$ cat config.mk
export PLATFORM = sky130hd
export DESIGN_NAME = xup_or_n_event
export DESIGN_NICKNAME = d
export VERILOG_FILES = /design/src/rtl/xup_or_n_event.sv
export SDC_FILE = /design/constraint.sdc
export NUM_CORES = 1
export LEC_CHECK = 0
export CAP_MARGIN = 10
export CORE_ASPECT_RATIO = 0.7
export CORE_MARGIN = 2
export CORE_UTILIZATION = 47
export DETAILED_ROUTE_END_ITERATION = 10
export PLACE_DENSITY = 0.76
export SLEW_MARGIN = 5
export SYNTH_ARGS = -nofsm -noshare
export SYNTH_HDL_FRONTEND = slang
export SYNTH_HIERARCHICAL = 1
export SYNTH_SLANG_ARGS = --single-unit
export TNS_END_PERCENT = 1
$ cat constraint.sdc
create_clock -name clk -period 2 [get_ports clk]
set_clock_uncertainty 0.2 [all_clocks]
set_input_delay 0.5 -clock clk [delete_from_list [all_inputs] [get_ports clk]]
set_output_delay 0.5 -clock clk [all_outputs]
set_load 0.02 [all_outputs]
$ cat src/rtl/xup_or_n_event.sv
// Masked N-input OR with edge detection, sticky flags, saturating edge-cycle count
// and four registered output modes (LEVEL, STICKY, PULSE, STRETCH).

module xup_or_n_event_lane (
    input  logic clk,
    input  logic reset,
    input  logic en,
    input  logic clear,
    input  logic a_bit,
    input  logic mask_bit,
    output logic m,
    output logic rise,
    output logic flag_next,
    output logic flag
);
    logic a_prev;

    assign m         = a_bit & mask_bit;
    assign rise      = a_bit & ~a_prev & mask_bit;
    // Set beats clear when both land on the same edge.
    assign flag_next = (flag & ~clear) | m;

    always_ff @(posedge clk) begin
        if (reset) begin
            a_prev <= 1'b0;
            flag   <= 1'b0;
        end else if (en) begin
            a_prev <= a_bit;
            flag   <= flag_next;
        end
    end
endmodule

module xup_or_n_event #(
    parameter int WIDTH   = 5,
    parameter int STRETCH = 4
) (
    input  logic             clk,
    input  logic             reset,
    input  logic             en,
    input  logic [1:0]       mode,
    input  logic [WIDTH-1:0] mask,
    input  logic [WIDTH-1:0] a,
    input  logic             clear,
    output logic             y,
    output logic [WIDTH-1:0] flags,
    output logic [7:0]       count
);
    localparam logic [1:0] MODE_LEVEL   = 2'b00;
    localparam logic [1:0] MODE_STICKY  = 2'b01;
    localparam logic [1:0] MODE_PULSE   = 2'b10;
    localparam logic [1:0] MODE_STRETCH = 2'b11;
    localparam logic [7:0] STRETCH_LD   = 8'(STRETCH);

    logic [WIDTH-1:0] m, rise, flags_next;
    logic             anyrise;
    logic [7:0]       count_base, count_next;
    logic [7:0]       stretch_cnt, stretch_next;
    logic             y_next;

    for (genvar i = 0; i < WIDTH; i++) begin : g_lane
        xup_or_n_event_lane u_lane (
            .clk       (clk),
            .reset     (reset),
            .en        (en),
            .clear     (clear),
            .a_bit     (a[i]),
            .mask_bit  (mask[i]),
            .m         (m[i]),
            .rise      (rise[i]),
            .flag_next (flags_next[i]),
            .flag      (flags[i])
        );
    end

    assign anyrise = |rise;

    always_comb begin
        count_base = clear ? 8'd0 : count;
        count_next = count_base;
        if (anyrise && count_base != 8'hff)
            count_next = count_base + 8'd1;
    end

    // Counter only lives in STRETCH mode; a rise reloads it even mid-stretch.
    always_comb begin
        stretch_next = 8'd0;
        if (mode == MODE_STRETCH) begin
            if (anyrise)
                stretch_next = STRETCH_LD;
            else if (stretch_cnt != 8'd0)
                stretch_next = stretch_cnt - 8'd1;
        end
    end

    always_comb begin
        y_next = 1'b0;
        case (mode)
            MODE_LEVEL:   y_next = |m;
            MODE_STICKY:  y_next = |flags_next;
            MODE_PULSE:   y_next = anyrise;
            MODE_STRETCH: y_next = (stretch_next != 8'd0);
            default:      y_next = 1'b0;
        endcase
    end

    always_ff @(posedge clk) begin
        if (reset) begin
            y           <= 1'b0;
            count       <= 8'd0;
            stretch_cnt <= 8'd0;
        end else if (en) begin
            y           <= y_next;
            count       <= count_next;
            stretch_cnt <= stretch_next;
        end
    end
endmodule

==> results.ini <==
[floorplan]
fp.coreArea_mm2 = 0.00321
row_count = 17
die_y_um = 53.0
ios = 30
floorplan.initialDensity_pct = 50.2
die-area_mm2 = 0.00392
die_x_um = 74.0

[global_route]
grt.overflow.total = 0
grt_antenna_before_repair = 0
grt_util_all_layers_pct = 27.1
grt_pass1_vias = 1758
grt_pass1_wl_um = 8130
grt_max_degree = 23

[timing]
max_slew_margin_pct = 74.5
worstMarginPinSlew_ns = 0.379
max_freq_mhz = 508
hold_viol_final = 0
fin_ws_ns = 0.0322
setup_viol = 0
rsz0062_at_grt = true
fin_crit_ns = 1.97
maxSlewViolCount = 0
fin_crit_sh_pct = 98.4

[clocking]
cts_sinks = 27
cts_hold_buf = 0
numCtsBuffers = 3
clk_latency_ns = 0.28
cts_tree = built
clk_pin_slew_ns = 0.09
cts-root-buf = clkbuf_8
cts_max_level = 1
cts_buffer_depth = 2

[placed_design]
place_congestion = 0.944
dp_slack_ns = -0.642
hpwl_um = 3300
dp.cells = 311
dpl_cell_area_mm2 = 0.00227
io_buffers = 29

[pwr]
ir_drop_v = 0.000360
internal_power_mw = 0.844
comb_power_share_pct = 24.9
swShare_pct = 28.2
p_leak_nw = 1.17
powerDensity_mw_per_mm2 = 469
seqPwrFrac_pct = 48.0
pwr-share-clk_pct = 27.1
switching_power_mw = 0.332

[worst_setup_path]
worstPathArrival_ns = 1.93
worstSetupStartpointType = flop
critical_path_class = reg -> reg
critPathCaptureType = flop
crit_fanout = 5
cp.required_ns = 1.96

[job]
maxCapViolations = 0

[logic_synthesis]
synth_area_leaders = dfxtp_1 34%, nand2_1 4.7%, nor2_1 4.4%
yosysMostFrequentCell = dfxtp_1
synth-main-ff-cell = dfxtp_1
asyncSetResetFlopFracSynth_pct = 0
avgSynthCellArea_um2 = 7.94
post-synth-top-area-fraction_pct = 33.5
ys_types = 44
post_synth_inst_count = 203
ys_top_cells_by_count = 27 x dfxtp_1, 20 x nand2_1, 19 x nor2_1
synthesis.area_mm2 = 0.00161
seq_area_frac_synth_pct = 33.5
synth_enable_flop_cells = 0
yosysWarnings = 6
yosysTopAreaCell = dfxtp_1
syn_nets = 222
ys_ff_latch = 27

[final_layout]
final_nets = 300
antennaDiodeCount = 0
drive_gt1_share_pct = 35.7
area_growth_pct = 55.7
finish.cell_count_without_fillers = 327
final_area_mm2 = 0.00251

[route]
drt-total-wl_um = 4890
avgRoutedWirePerCell_um = 15.0
vias = 1792
drt_iter0_markers = 74
post_drt_via_cell_ratio = 5.48
detail-route-antenna-nets = 0
dr.pass1.iters = 4
drc_errors = 0

[status]
status = completed

[worst_hold_path]
hold_path.class = reg -> reg

[power groups by stage]
| stage | logic (mW) | clock network [mW] | registers, mW |
|---|---|---|---|
| global route | 0.316 | 0.341 | 0.567 |
| finish | 0.292 | 0.319 | 0.565 |
| detailed placement | 0.253 | 0 | 0.575 |
| CTS | 0.273 | 0.325 | 0.563 |
| global placement | 0.250 | 0 | 0.575 |
| floorplan | 0.109 | 0 | 0.586 |
[state kept, by name, indices dropped and copies added, names as in the netlist]
| register | cells |
|---|---|
| g_lane.u_lane/a_prev | 5 |
| stretch_cnt | 8 |
| y | 1 |
| g_lane.u_lane/flag | 5 |
| count | 8 |
[worst paths after layout]
| kind | slack [ns] | to | startpoint | depth (start not counted) |
|---|---|---|---|---|
| worst max-delay path | 0.03 | y$_SDFFE_PP0P_ | stretch_cnt[2]$_SDFFE_PP0P_ | 6 |
| worst max register to register | 0.03 | y$_SDFFE_PP0P_ | stretch_cnt[2]$_SDFFE_PP0P_ | 6 |
| worst min-delay path | 0.31 | stretch_cnt[7]$_SDFFE_PP0P_ | stretch_cnt[7]$_SDFFE_PP0P_ | 2 |
| worst min register to register | 0.31 | stretch_cnt[7]$_SDFFE_PP0P_ | stretch_cnt[7]$_SDFFE_PP0P_ | 2 |
[stage by stage]
step	utilization [%]	hold WS, ns	total power [mW]	TNS (ns)
2_1_floorplan	-	0.261	0.694	-0.141
3_3_place_gp	70.7	0.274	0.825	-8.58
3_5_place_dp	70.7	0.295	0.828	-9.22
4_1_cts	75.4	0.311	1.16	-0.356
5_1_grt	78.1	0.327	1.22	-0.125
6_report	78.1	0.310	1.18	0
[what timing repair did]
item                       CTS  global route
gates resized for setup     27            41
setup endpoints to repair   24            24
pin swaps                   10            14
gates cloned                 0             0
setup buffers               10             2
hold endpoints to repair     0             0
[worst max-delay path, cell delays in order, from the launching register on]
cell and delay, ns:
dfxtp_1 0.32, or4_4 0.56, nor3_2 0.29, nor3_4 0.12, buf_6 0.14, a21oi_1 0.13
a21oi_1 0.09
[metal layers]
metal  global-route usage (%)  part of all wire (%)  routed length [µm]  vias up
met3                     4.19                   5.6                 273        6
met4                     6.06                  0.72                  35        0
met2                     46.1                    49                2400       51
li1                         -                     -                   -      891
met1                     36.2                    45                2180      844
met5                        0                     0                   0        -
[final cells by class]
class                   count  area [µm²]
well taps                  47        58.8
flip-flops and latches     27         542
fillers                   221         703
clock buffers               4        45.0
multi-input cells         152        1120
inverters                  17        63.8
repair buffers             80         681
[cells by family (layout without fill, tap and decap cells)]
kind of cell | count (synthesis) | in the layout | share of synthesized area [%]
mux | 7 | 7 | 4.35
xor+xnor | 3 | 3 | 1.63
simple gates | 91 | 91 | 31.6
compound gates | 48 | 48 | 20.8
flops | 27 | 27 | 33.5
fa+ha+maj | 3 | 3 | 2.33
buf+inv | 24 | 101 | 5.75
[cell usage in the layout, fill, tap and decap left out, types with 7 or more instances in the layout]
cell type	Yosys	routed
nand3_1	9	8
buf_4	0	47
nand2_1	20	14
inv_1	17	17
o21ai_0	10	10
nor2_1	19	13
dfxtp_1	27	26
dlymetal6s2s_1	0	9
clkbuf_2	0	7
mux2i_1	7	7
a21oi_1	12	12
clkdlybuf4s50_1	0	8
Power figures use the tool's default switching activity.
